`src/rtl/mem_bus_arbiter.sv`:
```
// Two-master to one-slave memory bus arbiter with an in-order read-ID FIFO for response routing.
// Define MEM_ARB_ROUND_ROBIN_EN for round-robin tie-breaking; otherwise m0 has fixed priority.
module mem_bus_arbiter #(
  parameter int unsigned NR_OUTSTANDING = 4
) (
  input  logic        clk,
  input  logic        reset_,

  input  logic        m0_cmd_valid,
  input  logic        m0_cmd_wr,
  input  logic        m0_cmd_instr,
  input  logic [31:0] m0_cmd_addr,
  input  logic [31:0] m0_cmd_wdata,
  input  logic [3:0]  m0_cmd_be,
  output logic        m0_cmd_ready,
  output logic        m0_rsp_ready,
  output logic [31:0] m0_rsp_rdata,

  input  logic        m1_cmd_valid,
  input  logic        m1_cmd_wr,
  input  logic        m1_cmd_instr,
  input  logic [31:0] m1_cmd_addr,
  input  logic [31:0] m1_cmd_wdata,
  input  logic [3:0]  m1_cmd_be,
  output logic        m1_cmd_ready,
  output logic        m1_rsp_ready,
  output logic [31:0] m1_rsp_rdata,

  output logic        s_cmd_valid,
  output logic        s_cmd_wr,
  output logic        s_cmd_instr,
  output logic [31:0] s_cmd_addr,
  output logic [31:0] s_cmd_wdata,
  output logic [3:0]  s_cmd_be,
  input  logic        s_cmd_ready,
  input  logic        s_rsp_ready,
  input  logic [31:0] s_rsp_rdata,

  output logic        err_unexp_rsp
);

  localparam int unsigned PtrW = (NR_OUTSTANDING > 1) ? $clog2(NR_OUTSTANDING) : 1;
  localparam int unsigned CntW = PtrW + 1;

  logic [NR_OUTSTANDING-1:0] id_mem_q, id_mem_d;
  logic [PtrW-1:0]           wr_ptr_q, wr_ptr_d;
  logic [PtrW-1:0]           rd_ptr_q, rd_ptr_d;
  logic [CntW-1:0]           count_q, count_d;
  logic                      lock_q, lock_d;
  logic                      lock_id_q, lock_id_d;
  logic                      err_q, err_d;
`ifdef MEM_ARB_ROUND_ROBIN_EN
  logic                      last_grant_q, last_grant_d;
`endif

  logic       fifo_full;
  logic       fifo_empty;
  logic [1:0] elig;
  logic       grant;
  logic       cmd_valid;
  logic       cmd_fire;
  logic       push;
  logic       pop;
  logic       head_id;

  assign fifo_full  = (count_q == CntW'(NR_OUTSTANDING));
  assign fifo_empty = (count_q == '0);

  // Full FIFO blocks reads using the registered count, so a same-cycle pop does not help.
  always_comb begin
    elig[0] = m0_cmd_valid & ~(~m0_cmd_wr & fifo_full);
    elig[1] = m1_cmd_valid & ~(~m1_cmd_wr & fifo_full);

    if (lock_q) begin
      grant = lock_id_q;
    end else if (elig[0] & elig[1]) begin
`ifdef MEM_ARB_ROUND_ROBIN_EN
      grant = ~last_grant_q;
`else
      grant = 1'b0;
`endif
    end else begin
      grant = elig[1] & ~elig[0];
    end

    // Combinational outputs are gated so they read zero throughout reset.
    cmd_valid = reset_ & elig[grant];
  end

  always_comb begin
    if (grant) begin
      s_cmd_wr    = m1_cmd_wr;
      s_cmd_instr = m1_cmd_instr;
      s_cmd_addr  = m1_cmd_addr;
      s_cmd_wdata = m1_cmd_wdata;
      s_cmd_be    = m1_cmd_be;
    end else begin
      s_cmd_wr    = m0_cmd_wr;
      s_cmd_instr = m0_cmd_instr;
      s_cmd_addr  = m0_cmd_addr;
      s_cmd_wdata = m0_cmd_wdata;
      s_cmd_be    = m0_cmd_be;
    end
  end

  assign s_cmd_valid  = cmd_valid;
  assign cmd_fire     = cmd_valid & s_cmd_ready;
  assign m0_cmd_ready = cmd_fire & ~grant;
  assign m1_cmd_ready = cmd_fire & grant;

  assign push    = cmd_fire & ~s_cmd_wr;
  assign pop     = reset_ & s_rsp_ready & ~fifo_empty;
  assign head_id = id_mem_q[rd_ptr_q];

  assign m0_rsp_ready  = pop & ~head_id;
  assign m1_rsp_ready  = pop & head_id;
  assign m0_rsp_rdata  = s_rsp_rdata;
  assign m1_rsp_rdata  = s_rsp_rdata;
  assign err_unexp_rsp = err_q;

  always_comb begin
    id_mem_d = id_mem_q;
    wr_ptr_d = wr_ptr_q;
    rd_ptr_d = rd_ptr_q;
    count_d  = count_q;

    if (push) begin
      id_mem_d[wr_ptr_q] = grant;
      wr_ptr_d           = wr_ptr_q + PtrW'(1);
    end
    if (pop) begin
      rd_ptr_d = rd_ptr_q + PtrW'(1);
    end

    case ({push, pop})
      2'b10:   count_d = count_q + CntW'(1);
      2'b01:   count_d = count_q - CntW'(1);
      default: count_d = count_q;
    endcase
  end

  // A stalled command pins the grant until the slave takes it.
  always_comb begin
    lock_d    = cmd_valid & ~s_cmd_ready;
    lock_id_d = lock_d ? grant : lock_id_q;
    err_d     = err_q | (s_rsp_ready & fifo_empty);
  end

`ifdef MEM_ARB_ROUND_ROBIN_EN
  assign last_grant_d = cmd_fire ? grant : last_grant_q;
`endif

  always_ff @(posedge clk or negedge reset_) begin
    if (!reset_) begin
      id_mem_q     <= '0;
      wr_ptr_q     <= '0;
      rd_ptr_q     <= '0;
      count_q      <= '0;
      lock_q       <= 1'b0;
      lock_id_q    <= 1'b0;
      err_q        <= 1'b0;
`ifdef MEM_ARB_ROUND_ROBIN_EN
      last_grant_q <= 1'b1;
`endif
    end else begin
      id_mem_q     <= id_mem_d;
      wr_ptr_q     <= wr_ptr_d;
      rd_ptr_q     <= rd_ptr_d;
      count_q      <= count_d;
      lock_q       <= lock_d;
      lock_id_q    <= lock_id_d;
      err_q        <= err_d;
`ifdef MEM_ARB_ROUND_ROBIN_EN
      last_grant_q <= last_grant_d;
`endif
    end
  end

endmodule
```
`config.mk`:
```
export PLATFORM = sky130hd
export DESIGN_NAME = mem_bus_arbiter
export DESIGN_NICKNAME = d
export VERILOG_FILES = /design/src/rtl/mem_bus_arbiter.sv
export SDC_FILE = /design/constraint.sdc
export NUM_CORES = 1
export LEC_CHECK = 0
export BUFFER_PORTS_ARGS = -buffer_cell sky130_fd_sc_hd__buf_2
export CAP_MARGIN = 20
export CORE_ASPECT_RATIO = 0.5
export CORE_MARGIN = 10
export CORE_UTILIZATION = 25
export CTS_CLUSTER_DIAMETER = 60
export DETAILED_ROUTE_END_ITERATION = 8
export PLACE_DENSITY = 0.7
export SLEW_MARGIN = 20
export SYNTH_ARGS = -nofsm -noshare
export SYNTH_HDL_FRONTEND = slang
export SYNTH_SLANG_ARGS = --single-unit
```
`constraint.sdc`:
```
create_clock -name clk -period 4.9 [get_ports clk]
set_clock_uncertainty 0.1 [all_clocks]
set_input_delay 0.98 -clock clk [delete_from_list [all_inputs] [get_ports clk]]
set_output_delay 0.98 -clock clk [all_outputs]
set_load 0.1 [all_outputs]
```
==> impl_results.md, run 1 <==
* Status: completed
* Worst-path clk slew at about 0.05 ns
* Ant diodes at 0
* Post-synthesis mux area share at 0.382
* Post-synth EDFFs at 0
* Clock sinks at 14
* Clk root buf: clkbuf_16
* CTS tree: yes
* Mapped Avg Cell Area at 9.72 µm²
* Reg area at about 350 µm²
* Fraction of the mapped netlist area in adder cells at 0.0379
* Standard-cell rows at 23
* Crit path kind: in -> out
* Die area at 13100 µm²
* Largest family of logic cells by synthesized area: multiplexers
* Area leader, netlist: mux2_2
* Worst reg2reg path endpoint: count_q[2]
* Worst EP required at 3.82 ns
* DR DRC count at 0
* Synth area leaders: mux2_2, buf_4, dfrtp_1
* Slew @ Worst Pin at 0.519 ns
* Worst R2R Start: count_q[0]
* Total global-route track usage at 0.126
* FFs w/ async S/R, synth at 1.00
* Tot Pwr at around 1.5 mW
* First-pass GRT wire length at 13.6 mm
* Vias/cell at 4.37
* Multi-input gate area at about 1200 µm²
* DR iter-0 viols at 63
* Hold Path End: err_unexp_rsp
* PD cells at 509 nW/µm²
* Fin crit share at 0.870
* Synth Area in Compound Gates at 0.0736
* CTS Buf Count at 3
* Post-Syn Nets at slightly above 400
* Post-synthesis sequential area ratio at 0.161
* Leakage dissipation at 1.61 nW
* CP Launch Type: primary input
* Slew Limit Fails at 0
* I/O pin cnt at 318
* Synth Area in XOR/XNOR at 0.0241
* Tmin final at 4.26 ns
* Clock network fraction of total power at 0.114
* Relative max-transition margin at 0.654
* Setup TNS at 0 ns
* P_int at 548 µW
* GRT overflow at 0
* Psw at 972 µW
* Die Ht at 86.0 µm
* Worst Hold Class: reg -> reg
* Area fraction of the dominant cell type after synthesis at 0.362
* Initial core utilization at 0.265
* Routed Wire Length at 9.48 mm
* Most common cell in the netlist: mux2_2
* Post-layout instance area at 2990 µm²
* Max Root-Sink Buffers at 2
* Via count at around 2100
* Area grow syn2layout at 37.2%
* Postcts setup bufs at 0
* # placed instances at 487
* Crit path DAT at 3.18 ns
* Largest net degree at the start of global routing at 43
* R2R Setup Slk at about 1.7 ns
* Most used DFF post-synth: dfrtp_1
* HP Start: err_unexp_rsp
* RSZ-0062 raised after global routing: no
* Switching part of the total at 0.640
* Initial antenna violation count at 0
* Antenna Nets Post-Route at 0
* Setup violators final at 0
* Post_cts resized at 0
* Hold Path Depth at 1
* CP Capture Type: output pin
* Fillers at 835
* Later-pin clock latency in the skew report at 0.25 ns
* Hold Buf Count CTS at 0
* #FFs+latches synth at 14
* Nets at 564
* Worst r2r path cells at 11
* Mean routed wirelength per cell at between 15 and 20 µm
* Drt first pass iters at 4
* Sequential Power Share at 0.128
* Post-Syn Instances at 224
* Number of global-route vias before repair at 2300
* Final Hold Violating Endpoints at 0
* Ys Warns at 0
* Pre-CTS WS at 0.656 ns
* Post-synth top cells: mux2_2, buf_4, dfrtp_1, inv_1, ha_1
* Max VDD drop at 0.216 mV
* Max-cap violations at 0
* Placed inst area at 2900 µm²
* Filler-free cell count of the finished design at 491
* GPL Wtd Cong at approximately 0.77
* H-tree levels at 1
* Port Buffers at between 200 and 250
* Highest achievable clock rate at 235 MHz
* Post-DP HPWL at 8.48 mm
* Share of cells above drive strength 1 at 0.794
* Post-layout util at 0.363
* Logic pwr share at 0.758
* Worst-path maximum fanout at 42
* Final worst slack at approximately 0.64 ns
* Die W at ~150 µm
* WHS at 0.378 ns
* Synth Area in Simple Gates at 0.0552
* Synth Cell Area at around 2200 µm²
* Count of cell types in the netlist at 35
* Core area at 8230 µm²
sequential cells by signal, summed over array words and instances (netlist names):
name	count
id_mem_q	4
err_unexp_rsp	1
lock_id_q	1
rd_ptr_q	2
lock_q	1
wr_ptr_q	2
count_q	3
cells in the final DEF (no fill, tap or decap), types with 3 or more instances in the layout:
cell / synthesis / layout
mux2_2: 70 / 70
dfrtp_1: 14 / 14
o21ai_0: 4 / 4
xnor2_1: 4 / 4
buf_2: 4 / 221
nand2b_1: 4 / 4
clkbuf_16: 0 / 3
nand2_1: 4 / 4
nor2_1: 4 / 4
a21oi_1: 4 / 4
inv_1: 10 / 10
ha_1: 5 / 5
a31oi_1: 4 / 4
kinds of logic (layout without fill, tap and decap cells):
logic type               Yosys count  in the layout
flip-flops                        14             14
AND/OR/NAND/NOR                   21             21
buffers and inverters             82            237
AO/OA/AOI/OAI                     22             22
XOR/XNOR                           6              6
multiplexers                      73             73
adder cells (fa/ha/maj)            6              6
metal layers:
layer | share of wire | up-vias | wire, µm | track usage
li1 | - | 1030 | - | -
met1 | 0.37 | 994 | 3460 | 0.131
met2 | 0.54 | 115 | 5120 | 0.234
met3 | 0.090 | 6 | 856 | 0.0563
met4 | 0.0042 | 0 | 40 | 0.0191
met5 | 0 | - | 0 | 0
worst max-delay path by stage:
stage | slack, ns | from | end | depth (start not counted)
after floorplan | 0.25 | m0_cmd_wr | m1_cmd_ready | 6
after global placement | 0.65 | m0_cmd_wr | s_cmd_addr[28] | 7
after detailed placement | 0.66 | m0_cmd_wr | s_cmd_addr[28] | 7
after CTS | 0.65 | m0_cmd_wr | s_cmd_addr[28] | 7
after global routing | 0.57 | m0_cmd_wr | s_cmd_addr[28] | 7
final | 0.64 | m0_cmd_wr | s_cmd_addr[28] | 7
worst max-delay path, cell delays in order:
cell and delay, ns:
buf_2 0.13, or4b_4 0.49, and2_1 0.19, o31a_2 0.33, buf_4 0.29, mux2_2 0.32, buf_2 0.43
final cells by class:
cell class | instances | area share
Sequential cell | 14 | 0.117
Timing Repair Buffer | 223 | 0.375
Clock buffer | 4 | 0.0297
Multi-Input combinational cell | 128 | 0.418
Tap cell | 112 | 0.0469
Inverter | 10 | 0.0126
power by group through the flow:
| stage | logic (mW) | registers, mW | clock network (mW) |
|---|---|---|---|
| floorplan | 1.20 | 0.217 | 0 |
| global placement | 1.14 | 0.195 | 0 |
| detailed placement | 1.16 | 0.196 | 0 |
| CTS | 1.16 | 0.195 | 0.179 |
| global route | 1.20 | 0.202 | 0.183 |
| finish | 1.15 | 0.194 | 0.173 |
No activity file was read; power rests on OpenSTA's default activity.
==> run 2: changes to the inputs <==
clock period = 4.3 ns   (was 4.9 ns; I/O delays follow)
==> impl_results.md, run 2 (synthesis results as in run 1) <==
* Status: completed
* Max-cap violations at 0
* Worst EP required at 3.34 ns
* Critical path cell sequence: buf_2, or4b_4, and2_1, o31a_2, buf_12, mux2_2, buf_2
* Fin crit share at 0.902
* CP Capture Type: output pin
* Port Buffers at approximately 220
* Highest achievable clock rate at 258 MHz
* Worst Hold Class: reg -> reg
* Worst R2R Start: count_q[0]
* Ant diodes at 0
* DR DRC count at 0
* Regs by FF count: id_mem_q: 4 flops, count_q: 3 flops
* Most frequent cells in the layout: buf_2, mux2_2, buf_12, dfrtp_1, inv_1
* Postcts setup bufs at 0
* Clk root buf: clkbuf_16
* RSZ-0062 raised after global routing: no
* Largest stage delay, worst path at 0.49 ns
* Hold Path End: err_unexp_rsp
* Drt first pass iters at 4
* Slew Limit Fails at 0
* Area grow syn2layout at 69.6%
* Initial core utilization at 0.265
* Max VDD drop at 0.210 mV
* Routed Wire Length at between 10 and 15 mm
* Top reg by flops: id_mem_q
* WHS at 0.364 ns
* Die area at 13100 µm²
* Post_cts resized at 0
* Nets at 564
* Worst r2r path cells at 11
* Die Ht at approximately 86 µm
* Core area at 8230 µm²
* Tmin final at just under 4 ns
* Worst reg2reg path endpoint: count_q[2]
* Standard-cell rows at 23
* Total global-route track usage at 0.138
* Initial antenna violation count at 0
* Max Root-Sink Buffers at 2
* Relative max-transition margin at 0.670
* Crit path max-delay family: buffers and inverters
* Worst-path clk slew at 0.05 ns
* Crit path kind: in -> out
* Fillers at 787
* Number of global-route vias before repair at 2323
* Hold Path Depth at 1
* Post-layout util at 0.449
* CP most frequent cell: buf_2
* HP Start: err_unexp_rsp
* Die W at 152 µm
* Setup TNS at 0 ns
* Vias/cell at 4.37
* Hold Buf Count CTS at 0
* Setup violators final at 0
* CP Launch Type: primary input
* GRT overflow at 0
* Later-pin clock latency in the skew report at ~0.24 ns
* Final Hold Violating Endpoints at 0
* CTS tree: yes
* Largest net degree at the start of global routing at 46
* R2R Setup Slk at 1.07 ns
* Mean routed wirelength per cell at 20.6 µm
* Share of cells above drive strength 1 at 0.797
* Worst path bufs/invs at 3
* I/O pin cnt at 318
* Crit path DAT at 2.92 ns
* Antenna Nets Post-Route at 0
* Via count at 2146
* Clock sinks at 14
* PD cells at 537 nW/µm²
* First-pass GRT wire length at 14.8 mm
* Post-DP HPWL at roughly 9.2 mm
* Slew @ Worst Pin at 0.499 ns
* Leakage dissipation at 1.87 nW
* Worst-path maximum fanout at 45
* Post-layout instance area at 3690 µm²
* GPL Wtd Cong at 0.786
* Largest register FFs at 4
* Commonest non-fill, non-tap cell in the layout: buf_2
* CTS Buf Count at 3
* H-tree levels at 1
* Placed inst area at 3600 µm²
* Slowest-stage cell, CP: or4b_4
* DR iter-0 viols at 96
==> run 2: cell counts in the layout (fill, tap and decap cells not counted) <==
Identical to the previous run, type by type.
==> run 2: per-stage QoR <==
step / total power, mW / worst slack [ns] / instances
final: 1.98 / 0.423 / 491
after global routing: 2.06 / 0.351 / 491
after CTS: 2.00 / 0.431 / 491
after detailed placement: 1.80 / 0.434 / 487
after global placement: 1.78 / 0.465 / 487
after floorplan: 1.62 / -0.00177 / 224
==> run 2: worst max-delay path by stage <==
stage / start / depth (start not counted) / to
final: m0_cmd_wr / 7 / s_cmd_addr[11]
after global routing: m0_cmd_wr / 7 / s_cmd_addr[11]
after CTS: m0_cmd_wr / 7 / s_cmd_addr[11]
after detailed placement: m0_cmd_wr / 7 / s_cmd_addr[11]
after global placement: m0_cmd_wr / 7 / s_cmd_addr[24]
after floorplan: m1_cmd_wr / 7 / m0_cmd_ready
==> run 2: cell type report <==
cell class,count,area (µm²),area share
clock buffers,4,88.8,0.0241
inverters,10,37.5,0.0102
multi-input cells,128,1250,0.339
flip-flops and latches,14,350,0.0949
well taps,112,140,0.0380
repair buffers,223,1820,0.494
==> run 2: report_power, final <==
group | switching, mW | internal (mW) | leakage, nW | total, mW
clock network | 0.0543 | 0.141 | 0.0442 | 0.195
logic | 1.05 | 0.512 | 1.65 | 1.56
registers | 0.0480 | 0.177 | 0.174 | 0.225
total | 1.15 | 0.830 | 1.87 | 1.98
==> run 2: metal layers <==
layer / up-vias / track usage / wire length, µm
li1: 1028 / - / -
met1: 983 / 0.145 / 3530
met2: 113 / 0.260 / 5700
met3: 22 / 0.0518 / 756
met4: 0 / 0.0321 / 145
met5: - / 0 / 0
==> run 2: worst register-to-register path, cell delays in order, from the launching register on <==
cell	delay, ns
dfrtp_1	0.43
or4b_4	0.54
and2_1	0.19
o31a_2	0.35
buf_4	0.26
a211o_1	0.40
ha_1	0.26
inv_1	0.07
fa_1	0.17
xor2_1	0.14
nor2_1	0.06
xor2_1	0.14
